===== src/rtl/collision_scanner.sv =====
// Mario-vs-barrel hitbox checker: snapshot on start, then one barrel slot tested per clock.
// Latency: start sampled in cycle 0, slot i tested in cycle i+1, done pulses in cycle NUM_BARRELS+1.
// Backpressure: none; start is accepted only in IDLE and ignored while a scan is in flight.
//
// Ports:
//   Clk, Reset          clock and synchronous active-high reset
//   start               frame tick; requests a scan of all barrel slots
//   mario_x, mario_y    Mario centre X / top Y
//   barrel_x, barrel_y  flat slot coordinates, slot i at [i*COORD_W +: COORD_W]
//   barrel_active       per-slot live flag; inactive slots never hit
//   busy, done          scan in progress / one-cycle result-valid pulse
//   collision           registered hit result, held until the next scan completes
//   hit_mask, hit_index raw per-slot hit bits and lowest hitting slot (0 if none)
//
// Optional feature: define COLLISION_GRACE_EN to add invincibility frames; after a
// reported hit, the next GRACE_FRAMES scans report collision=0.
module collision_scanner #(
    parameter int NUM_BARRELS  = 4,
    parameter int COORD_W      = 10,
    parameter int MARIO_HALF_W = 6,
    parameter int MARIO_H      = 15,
    parameter int BARREL_HALF  = 9,
    parameter int GRACE_FRAMES = 8,
    localparam int IDX_W       = (NUM_BARRELS > 1) ? $clog2(NUM_BARRELS) : 1
) (
    input  logic                           Clk,
    input  logic                           Reset,
    input  logic                           start,
    input  logic [COORD_W-1:0]             mario_x,
    input  logic [COORD_W-1:0]             mario_y,
    input  logic [NUM_BARRELS*COORD_W-1:0] barrel_x,
    input  logic [NUM_BARRELS*COORD_W-1:0] barrel_y,
    input  logic [NUM_BARRELS-1:0]         barrel_active,
    output logic                           busy,
    output logic                           done,
    output logic                           collision,
    output logic [NUM_BARRELS-1:0]         hit_mask,
    output logic [IDX_W-1:0]               hit_index
);

    // Two guard bits: one so the +offsets cannot overflow, one for the sign so
    // that centre-minus-half-size goes negative instead of wrapping.
    localparam int SW = COORD_W + 2;
    localparam logic signed [SW-1:0] MHW = SW'(MARIO_HALF_W);
    localparam logic signed [SW-1:0] MH  = SW'(MARIO_H);
    localparam logic signed [SW-1:0] BH  = SW'(BARREL_HALF);

    typedef enum logic [1:0] {IDLE, SCAN, DONE} state_t;

    state_t                         state, state_nxt;
    logic [IDX_W-1:0]               idx;
    logic                           last_slot;
    logic [COORD_W-1:0]             snap_mx, snap_my;
    logic [NUM_BARRELS*COORD_W-1:0] snap_bx, snap_by;
    logic [NUM_BARRELS-1:0]         snap_act;
    logic [NUM_BARRELS-1:0]         work_mask, mask_final;
    logic [COORD_W-1:0]             cur_bx, cur_by;
    logic signed [SW-1:0]           m_xmin, m_xmax, m_ymin, m_ymax;
    logic signed [SW-1:0]           b_xmin, b_xmax, b_ymin, b_ymax;
    logic                           cur_hit;
    logic [IDX_W-1:0]               low_idx;
    logic                           enter_done;

    assign last_slot  = (idx == IDX_W'(NUM_BARRELS - 1));
    assign enter_done = (state == SCAN) && last_slot;

    // State register
    always_ff @(posedge Clk) begin
        if (Reset) state <= IDLE;
        else       state <= state_nxt;
    end

    // Next state and state-decoded outputs
    always_comb begin
        state_nxt = state;
        busy      = 1'b0;
        done      = 1'b0;
        case (state)
            IDLE: if (start) state_nxt = SCAN;
            SCAN: begin
                busy = 1'b1;
                if (last_slot) state_nxt = DONE;
            end
            DONE: begin
                done      = 1'b1;
                state_nxt = IDLE;
            end
            default: state_nxt = IDLE;
        endcase
    end

    // Bounds of Mario and of the slot under test, all in signed SW-bit space
    assign cur_bx = snap_bx[int'(idx)*COORD_W +: COORD_W];
    assign cur_by = snap_by[int'(idx)*COORD_W +: COORD_W];
    assign m_xmin = $signed({2'b00, snap_mx}) - MHW;
    assign m_xmax = $signed({2'b00, snap_mx}) + MHW;
    assign m_ymin = $signed({2'b00, snap_my});
    assign m_ymax = $signed({2'b00, snap_my}) + MH;
    assign b_xmin = $signed({2'b00, cur_bx}) - BH;
    assign b_xmax = $signed({2'b00, cur_bx}) + BH;
    assign b_ymin = $signed({2'b00, cur_by}) - BH;
    assign b_ymax = $signed({2'b00, cur_by}) + BH;

    assign cur_hit = snap_act[idx]
                   && (m_ymax >= b_ymin) && (m_ymin <= b_ymax)
                   && (m_xmax >= b_xmin) && (m_xmin <= b_xmax);

    // Working mask including the slot being tested this cycle
    always_comb begin
        mask_final      = work_mask;
        mask_final[idx] = cur_hit;
    end

    // Lowest set bit; scanning downward lets the lowest index win
    always_comb begin
        low_idx = '0;
        for (int i = NUM_BARRELS - 1; i >= 0; i--) begin
            if (mask_final[i]) low_idx = IDX_W'(i);
        end
    end

    // Snapshot, scan index and raw results
    always_ff @(posedge Clk) begin
        if (Reset) begin
            idx       <= '0;
            work_mask <= '0;
            hit_mask  <= '0;
            hit_index <= '0;
        end else begin
            case (state)
                IDLE: if (start) begin
                    snap_mx   <= mario_x;
                    snap_my   <= mario_y;
                    snap_bx   <= barrel_x;
                    snap_by   <= barrel_y;
                    snap_act  <= barrel_active;
                    work_mask <= '0;
                    idx       <= '0;
                end
                SCAN: begin
                    work_mask <= mask_final;
                    if (last_slot) begin
                        hit_mask  <= mask_final;
                        hit_index <= low_idx;
                    end else begin
                        idx <= idx + 1'b1;
                    end
                end
                default: ;
            endcase
        end
    end

`ifdef COLLISION_GRACE_EN
    localparam int GW = (GRACE_FRAMES > 0) ? $clog2(GRACE_FRAMES + 1) : 1;
    logic [GW-1:0] grace_cnt;

    // A reported hit arms the counter; while it runs down, hits are masked.
    always_ff @(posedge Clk) begin
        if (Reset) begin
            collision <= 1'b0;
            grace_cnt <= '0;
        end else if (enter_done) begin
            if (grace_cnt != '0) begin
                collision <= 1'b0;
                grace_cnt <= grace_cnt - 1'b1;
            end else if (|mask_final) begin
                collision <= 1'b1;
                grace_cnt <= GW'(GRACE_FRAMES);
            end else begin
                collision <= 1'b0;
            end
        end
    end
`else
    always_ff @(posedge Clk) begin
        if (Reset)           collision <= 1'b0;
        else if (enter_done) collision <= |mask_final;
    end
`endif

endmodule

===== config.mk =====
export PLATFORM = sky130hd
export DESIGN_NAME = collision_scanner
export DESIGN_NICKNAME = d
export VERILOG_FILES = /design/src/rtl/collision_scanner.sv
export SDC_FILE = /design/constraint.sdc
export NUM_CORES = 1
export LEC_CHECK = 0
export ABC_AREA = 1
export BUFFER_PORTS_ARGS = -buffer_cell sky130_fd_sc_hd__clkbuf_2
export CAP_MARGIN = 20
export CORE_MARGIN = 1.5
export CORE_UTILIZATION = 45
export CTS_BUF_LIST = sky130_fd_sc_hd__clkbuf_2 sky130_fd_sc_hd__clkbuf_4 sky130_fd_sc_hd__clkbuf_8
export DETAILED_ROUTE_END_ITERATION = 10
export PLACE_DENSITY = 0.66
export SLEW_MARGIN = 0
export SYNTH_ARGS = -nofsm -noshare
export SYNTH_HDL_FRONTEND = slang
export SYNTH_SLANG_ARGS = --single-unit

===== constraint.sdc =====
create_clock -name Clk -period 12.5 [get_ports Clk]
set_clock_uncertainty 0.15 [all_clocks]
set_input_delay 1.875 -clock Clk [delete_from_list [all_inputs] [get_ports Clk]]
set_output_delay 1.875 -clock Clk [all_outputs]
set_load 0.005 [all_outputs]

Yosys cells after proc, flatten, opt, wreduce, memory -nomap -nowiden --
Index checks and enable logic that the tools add are counted. W data, S select, Z words.
Storage, ports and cells: bits in registers 119, latch bits 0, bits in writable memories 0, bits in read-only memories 0, input bits 107, output and inout port bits 9, logic and storage cells 68, memories kept 0
Operators by class: add/sub/neg operators 8, $mul 1, divide/modulo/power cells 0, $lt $le $gt $ge 6, equal/unequal tests 6, shift operators 2, multiplexer cells 19, bitwise operators 1, reduce and logical (&&, ||, !) cells 14
Operators by type and width (number):
- $shiftx A40 B32 Y10 | 1
- $shiftx A40 B7 Y10 | 1
- $add A10 B4 Y11 const B | 3
- $ge A12 B11 Y1 | 2
- $sub A10 B4 Y11 const B | 2
- $mux W2 | 8
- $le A11 B12 Y1 | 1
- $add A10 B3 Y11 const B | 1
- $le A10 B11 Y1 | 1
- $sub A10 B3 Y11 const B | 1
- $pmux W2 S2 | 2
- $pmux W4 S2 | 1
- $logic_and A1 B1 Y1 | 6
- $ne A2 B2 Y1 const B | 3
- $reduce_and A2 Y1 | 3
- $reduce_and A3 Y1 | 2
- $mul A2 B3 Y5 const B | 1
- $bwmux W4 | 1
- $eq A2 B2 Y1 const B | 2
- $mux W1 | 4
- $mux W4 | 1
- $reduce_or A4 Y1 | 1
- $lt A2 B3 Y1 const B | 1
- $add A2 B1 Y2 const B | 1
- 7 further kinds | 7

Depth between registers and ports, before layout --
Gate-level depths: netlist of run 1.
depth after elaboration 13, gate-level depth with buffers 30, depth with buffers taken out 27

Worst setup path after synthesis of run 1 --
No wires, ideal clock.
path type in2reg, start input Reset, end register snap_act[0] (enable), library setup time 0.568 ns, arrival time 6.424 ns, data required time 11.782 ns, path slack 5.358 ns, stages on the path 2, path buffers 1, cell sequence clkbuf_1 -> nor2_1
On the way: longest elaborated chain between the ends 2
Ends and longest elaborated chain:
- start: declaration | line 27 | input logic Reset,
- $not A1 Y1 (no source line)
- $reduce_and A3 Y1 (no source line)
- end signal: assignment | line 136 | snap_act <= barrel_active;
- end: declaration | line 55 | logic [NUM_BARRELS-1:0] snap_act;
Every way passes these cells. A chain may end at the register's enable or synchronous reset.

Worst setup path after layout of run 1 --
start register idx[0], end register hit_mask[0]
On the way: longest elaborated chain between the ends 9, elaborated cells between the ends (all ways) 25, those cells by class add/sub: 4; mul: 1; order compare: 6; eq/ne: 1; shift: 2; mux: 5; reduce/logical: 6
Ends and longest elaborated chain:
- start: declaration | line 51 | logic [IDX_W-1:0] idx;
- start signal: assignment | line 146 | idx <= idx + 1'b1;
- $mul A2 B3 Y5 | line 93, 94
- $shiftx A40 B7 Y10 | line 94 | assign cur_by = snap_by[int'(idx)*COORD_W +: COORD_W];
- $sub A10 B4 Y11 | line 101 | assign b_ymin = $signed({2'b00, cur_by}) - BH;
- $ge A12 B11 Y1 | line 105 | && (m_ymax >= b_ymin) && (m_ymin <= b_ymax)
- $logic_and A1 B1 Y1 (2 in series) | line 105
- $logic_and A1 B1 Y1 (2 in series) | line 106 | && (m_xmax >= b_xmin) && (m_xmin <= b_xmax);
- $bwmux W4 | line 111 | mask_final[idx] = cur_hit;
- end signal: assignment | line 143 | hit_mask <= mask_final;
- end: declaration | line 37 | output logic [NUM_BARRELS-1:0] hit_mask,
Parallel ways exist; a longest one is shown, timed or not. The select of a mux whose other input is x is not followed.

==> results.py, run 1 <==
metrics = {
    "floorplanning": {
        "ios": 116,
        "die_w_um": 126,
        "dieHeight_um": 126,
        "coreArea_um2": 14700,
        "num_rows": 44,
        "initial_core_util_pct": 46.5,
        "die_area_um2": 15900,
    },
    "setup_path": {
        "r2r-end": "hit_mask[0]",
        "r2r-start": "idx[0]",
        "crit_path_start_kind": "register",
        "worst-setup-path-type": "register to register",
        "cp-end-kind": "register",
        "reg2reg_depth": 23,
        "cpMostUsedCell": "nand2_1",
        "required_ns": 12.74,
        "worstPathMaxFanout": 50,
        "r2r_setup_slack_ns": 8.11,
        "crit_chain": "inv_2, nand2_1, a32oi_2, ha_1, nand2_1, a21oi_1, nand2_1, xor2_1, ha_1, nand2_1, inv_1, a21oi_1, nand2_1, nand2_1, nand2_1, nand2_1, nand2_1, nand3_1, nand4_4, a21oi_2, nor2_1, or2_1, inv_1",
        "crit_path_max_incr_delay_ns": 0.94,
        "critical_path_arrival_ns": 4.63,
        "slowest_stage": "dfxtp_2",
    },
    "placed_design": {
        "gp_congestion": 0.837,
        "placed_cell_area_um2": 7540,
        "dp_hpwl_um": 10700,
        "portBuffers": 115,
    },
    "cells_and_area": {
        "area_growth_pct": 17.0,
        "antenna_cells": 0,
        "final_area_um2": 8000,
        "drive_above_1_share_pct": 22.9,
        "nets": 1007,
        "multi_input_area_um2": 2950,
        "ff_latch_area_um2": 3420,
        "num-fill-cells": 1304,
    },
    "synthesis": {
        "synth_area_um2": 6840,
        "avgSynthCellArea_um2": 9.41,
        "ys_top_cells_by_area": "edfxtp_1 (46%), nand2_1 (11%), ha_1 (9.1%)",
        "synth_ff_type": "edfxtp_1",
        "synth_nets": 884,
        "ys_seq_elements": 119,
        "synthTopCellsByCount": "nand2_1 (205), edfxtp_1 (104), inv_1 (80)",
        "ys_types": 40,
        "post-synth-top-count-cell": "nand2_1",
        "yosys.area.top_type": "edfxtp_1",
        "ys.warnings.count": 0,
        "synth_top_area_share_pct": 45.7,
        "synth_cells": 727,
        "synth_edf_count": 104,
        "yosysSeqAreaShare_pct": 50.1,
        "async_flop_share_pct": 0,
    },
    "timing": {
        "slew_headroom_pct": 38.6,
        "finalSetupViolations": 0,
        "min_period_ns": 4.39,
        "fin_crit_sh_pct": 35.1,
        "slew_violations": 0,
        "hold_viol": 0,
        "fmax_ghz": 0.228,
        "grt_setup_unrepaired": "no",
        "fin_setup_tns_ns": 0,
        "worstMarginPinSlew_ns": 0.921,
    },
    "hold_path": {
        "hold_path_class": "register to register",
        "whs_path_depth": 2,
        "hold_path_startpoint": "work_mask[2]",
        "holdPathEnd": "work_mask[2]",
    },
    "cts": {
        "cts_tree": "yes",
        "clock-sinks": 119,
        "clock_latency_ns": 0.44,
        "h-tree-depth": 4,
        "post_cts_buffers": 0,
        "ctsHoldBuffers": 0,
        "cts.clk_slew.worst_paths_ns": 0.08,
        "cts_buffers": 17,
        "cts_max_path_buffers": 2,
        "cts_root_buffer": "clkbuf_8",
        "ctsResizeCount": 0,
    },
    "power_and_ir_drop": {
        "ir_worst_vdd_mv": 0.0962,
        "powerDensity_nw_per_um2": 134,
        "leakage_nw": 3.71,
    },
    "detailed_routing": {
        "drtIter0Drc": 215,
        "drc": 0,
        "drt-vias-per-instance": 4.88,
        "ant_nets": 0,
        "wl_per_cell_um": 13.8,
        "num_vias": 5105,
        "finalWirelength_um": 14500,
        "drt_first_pass_iters": 5,
    },
    "global_route": {
        "grt_max_degree": 91,
        "grt_overflow_total": 0,
        "antenna_found_initial": 0,
        "grt_pass1_wl_um": 23400,
        "grt.total_usage_pct": 19.3,
        "grt_pass1_vias": 4843,
    },
    "status": {
        "status": "completed",
    },
    "flow_run": {
        "drv_cap": 0,
    },
}
-- routing by layer --
metal  GRT usage, %  routed length, um  vias up
met5              0                  0        -
met4           5.88                148        0
met3           4.80                635       16
met2           31.6               6730      122
met1           25.3               6950     2314
li1               -                  -     2653
-- per-stage QoR --
stage	power, mW	utilization, %	setup slack, ns	hold WS, ns	cells
CTS	1.09	54.3	8.10	0.314	1046
global route	1.14	54.4	7.58	0.339	1047
finish	1.08	54.4	8.11	0.316	1047
global placement	0.692	51.3	8.20	0.306	1014
detailed placement	0.696	51.3	8.12	0.303	1014
floorplan	0.639	-	5.36	0.289	727
-- area by class of cell --
class                      instances  share of cell area, %
clock buffer                      18                   3.02
clock inverter                    14                   2.44
inverter                          89                   4.24
multi-input combinational        505                   36.9
sequential                       119                   42.8
tap                              184                   2.88
timing repair buffer             118                   7.72
-- layout by cell type, fill, tap and decap left out, types with 3 or more instances in the layout --
| cell type | instances |
|---|---|
| nand2_1 | 205 |
| clkbuf_2 | 115 |
| edfxtp_1 | 104 |
| inv_1 | 80 |
| nor2_1 | 51 |
| ha_1 | 50 |
| nand3_1 | 44 |
| xor2_1 | 32 |
| a21oi_1 | 26 |
| clkbuf_8 | 17 |
| nand2_2 | 15 |
| o21ai_0 | 14 |
| dfxtp_1 | 14 |
| xnor2_1 | 12 |
| nand3_2 | 9 |
| nand4_1 | 9 |
| inv_2 | 8 |
| nor3_1 | 7 |
| inv_6 | 5 |
| bufinv_16 | 4 |
| a32oi_1 | 3 |
| nor2_4 | 3 |
| o21a_1 | 3 |
-- worst max-delay path, delay by kind of cell (launching register included) --
family,cells,cell delay [ns]
AO/OA/AOI/OAI,4,0.55
XOR/XNOR,1,0.19
adder cells (fa/ha/maj),2,0.53
buffers and inverters,3,0.63
flip-flops,1,0.94
AND/OR/NAND/NOR,13,1.34
-- report_power, final --
group	internal [mW]	switching, mW	total, mW
combinational	0.0873	0.138	0.225
clock	0.221	0.168	0.389
sequential	0.451	0.0113	0.462
total	0.759	0.317	1.08
-- how the worst max path moves through the flow --
stage	from	endpoint	slack, ns	cells after the start
global placement	idx[0]	hit_mask[0]	8.20	23
finish	idx[0]	hit_mask[0]	8.11	23
global route	idx[0]	collision	7.58	22
CTS	idx[0]	hit_mask[0]	8.10	23
detailed placement	idx[0]	hit_mask[0]	8.12	23
floorplan	Reset	snap_act[0]	5.36	2
-- logic make-up after synthesis --
family	after synthesis	synth area share (%)
AND/OR/NAND/NOR	353	23.1
flip-flops	119	50.1
buffers and inverters	103	6.84
AO/OA/AOI/OAI	57	5.07
adder cells (fa/ha/maj)	50	9.15
XOR/XNOR	44	5.64
multiplexers	1	0.146
-- registers in the layout, summed over array words and instances (netlist names) --
signal and count:
snap_bx 40, hit_mask 4, collision 1, snap_act 4
snap_mx 10, work_mask 4, hit_index 2, snap_by 40
idx 2, snap_my 10, state 2
Power figures use the tool's default switching activity.
==> run 2, diff against run 1 <==
- ABC_AREA: 1 -> 0
- PLACE_DENSITY: 0.66 -> 0.67
- clock period: 12.5 -> 4.2 ns (I/O delays scaled with it)
==> run 2 against run 1 <==
Effect of this change: register-to-register slack lost 8.0 ns; first-iteration DRC count grew 4.2%; hold slack lost 0.10 ns; power grew to 2.7 times the previous value; synthesized area shrank 7.1%; global-route usage grew 0.51 points; maximum frequency grew 8.2%; sequential cell count is the same; via count shrank 14%; clock power grew to 2.8 times the previous value; core utilization grew 2.2 points.
==> results.py, run 2 <==
metrics = {
    "status": {
        "status": "completed",
    },
    "cts": {
        "cts_root_buffer": "clkbuf_8",
        "cts_tree": "yes",
        "cts_max_path_buffers": 2,
        "cts.clk_slew.worst_paths_ns": 0.08,
        "ctsHoldBuffers": 0,
        "cts_buffers": 17,
        "h-tree-depth": 4,
        "clock-sinks": 119,
        "clock_latency_ns": 0.44,
    },
    "global_route": {
        "grt_pass1_vias": 4535,
        "grt.total_usage_pct": 19.8,
        "antenna_found_initial": 0,
        "grt_pass1_wl_um": 21800,
        "grt_max_degree": 64,
        "grt_overflow_total": 0,
    },
    "cells_and_area": {
        "final_cell_mix": "clkbuf_2 (115), edfxtp_1 (104), ha_1 (48)",
        "drive_above_1_share_pct": 35.3,
        "num-fill-cells": 1201,
        "area_growth_pct": 23.4,
        "multi_input_area_um2": 2840,
        "final_cells": 829,
        "reg.largest.list": "snap_bx: 40 flops, snap_by: 40 flops",
        "antenna_cells": 0,
        "nets": 793,
        "mostFrequentLayoutCell": "clkbuf_2",
        "ff_latch_area_um2": 3430,
    },
    "hold_path": {
        "hold_path_class": "input port to register",
        "hold_path_startpoint": "barrel_x[8]",
    },
    "synthesis": {
        "synth_area_um2": 6350,
        "ys.warnings.count": 0,
        "yosys.area_share.simple_pct": 10.5,
        "synthTopCellsByCount": "edfxtp_1 (104), ha_1 (50), nor2_1 (28)",
        "synth_cells": 484,
        "synth_top_area_share_pct": 49.2,
        "async_flop_share_pct": 0,
        "ys_top_cells_by_area": "edfxtp_1 (49%), ha_1 (9.9%), mux4_2 (6.0%)",
        "synth_mux_area_share_pct": 8.02,
        "ys_seq_elements": 119,
        "synth_edf_count": 104,
        "synth_ff_type": "edfxtp_1",
        "synth_compound_area_share_pct": 7.84,
        "yosys.area.top_type": "edfxtp_1",
        "yosysSeqAreaShare_pct": 53.9,
        "avgSynthCellArea_um2": 13.1,
        "synth_top_family_by_area": "simple AND/OR/NAND/NOR gates",
        "synth_adder_area_share_pct": 9.85,
        "synth_nets": 641,
        "ys_types": 57,
        "synthXorXnorAreaFrac_pct": 6.90,
        "post-synth-top-count-cell": "edfxtp_1",
    },
    "detailed_routing": {
        "drc": 0,
        "finalWirelength_um": 14100,
        "wl_per_cell_um": 17.0,
        "num_vias": 4381,
        "ant_nets": 0,
        "drt-vias-per-instance": 5.28,
        "drtIter0Drc": 224,
        "drt_first_pass_iters": 5,
    },
    "floorplanning": {
        "num_rows": 43,
        "initial_core_util_pct": 45.9,
        "dieHeight_um": 122,
        "die_w_um": 122,
        "coreArea_um2": 13800,
        "die_area_um2": 14800,
        "ios": 116,
    },
    "placed_design": {
        "placed_cells": 784,
        "dp_hpwl_um": 10600,
        "portBuffers": 115,
        "gp_congestion": 0.913,
    },
    "power_and_ir_drop": {
        "ir_worst_vdd_mv": 0.384,
        "total_power_mw": 2.94,
        "leakage_nw": 3.06,
        "powerDensity_nw_per_um2": 376,
    },
    "setup_path": {
        "cp_num_buf_inv": 1,
        "critical_path_arrival_ns": 4.23,
        "required_ns": 4.38,
        "cp-end-kind": "register",
        "crit_chain": "buf_12, mux4_2, o31a_1, or3_4, nor4_4, xnor2_1, ha_1, nand2_1, nor2_2, o2111ai_2, a21oi_2, o22ai_2, o31a_1, a311o_1, a31o_1",
        "crit_family": "compound AO/OA/AOI/OAI gates",
        "r2r-start": "idx[0]",
        "crit_start": "idx[0]",
        "slowest_stage": "mux4_2",
        "crit_path_max_incr_delay_ns": 0.51,
        "crit_path_start_kind": "register",
        "cpMostUsedCell": "o31a_1",
        "worstPathMaxFanout": 12,
        "worst-setup-path-type": "register to register",
    },
    "timing": {
        "hold_viol": 0,
        "min_period_ns": 4.05,
        "slew_headroom_pct": 48.0,
        "worstMarginPinSlew_ns": 0.779,
        "finalSetupViolations": 0,
        "fmax_ghz": 0.247,
        "slew_violations": 0,
        "fin_crit_sh_pct": 96.5,
    },
    "flow_run": {
        "drv_cap": 0,
    },
}
[run 2: cell count changes in the layout (fill, tap and decap cells not counted), sizes merged, moves of 13 or more]
cell	previous run	this run
nand2	222	27
inv	93	25
nand3	53	12
buf	3	33
nor2	55	29
mux4	0	21
xnor2	12	25
[run 2: kinds of logic after synthesis]
group	Yosys count
buffers and inverters	37
muxes	23
xor gates and xnor gates	50
AOI/OAI and AO/OA	76
and+or+nand+nor	129
adders and majority gates	50
DFF	119
[run 2: power breakdown]
| group | internal, mW | leakage, nW | switching [mW] |
|---|---|---|---|
| Sequential | 1.34 | 1.09 | 0.0261 |
| Clock | 0.597 | 0.209 | 0.480 |
| Combinational | 0.240 | 1.76 | 0.259 |
| Total | 2.18 | 3.06 | 0.765 |
[run 2: area by class of cell]
class                   count  area share, %
multi-input cells         328           36.2
well taps                 180           2.87
inverters                  22           1.05
repair buffers            148           10.8
flip-flops and latches    119           43.7
clock buffers              18           3.08
clock inverters            14           2.20
[run 2: path summary, 6_finish.rpt]
kind	endpoint	slack (ns)	cells after the start
setup / recovery	hit_index[0]	0.15	15
hold / removal	snap_bx[8]	0.21	1
setup reg to reg	hit_index[0]	0.15	15
hold reg to reg	hit_mask[3]	0.32	2
[run 2: metrics by stage]
stage                     hold WS [ns]  setup slack (ns)  cell area (um^2)  TNS (ns)  utilization [%]
after floorplan                  0.282            0.0463              6400         0                -
after global placement           0.303             0.154              7250         0             52.5
after detailed placement         0.316            0.0430              7250         0             52.5
after CTS                        0.185            0.0159              7670         0             55.5
after global routing             0.176           -0.0342              7830   -0.0507             56.7
final                            0.213             0.148              7830         0             56.7
[run 2: timing repair]
| action | CTS | global route |
|---|---|---|
| gates resized for setup | 0 | 18 |
| buffers inserted | 0 | 13 |
| endpoints found under the setup margin | 0 | 8 |
[run 2: layer usage]
layer / vias to the layer above / part of all wire [%] / track usage [%]
li1: 2142 / - / -
met1: 2108 / 39 / 21.4
met2: 106 / 54 / 35.8
met3: 25 / 4.2 / 5.62
met4: 0 / 2.6 / 8.68
met5: - / 0 / 0
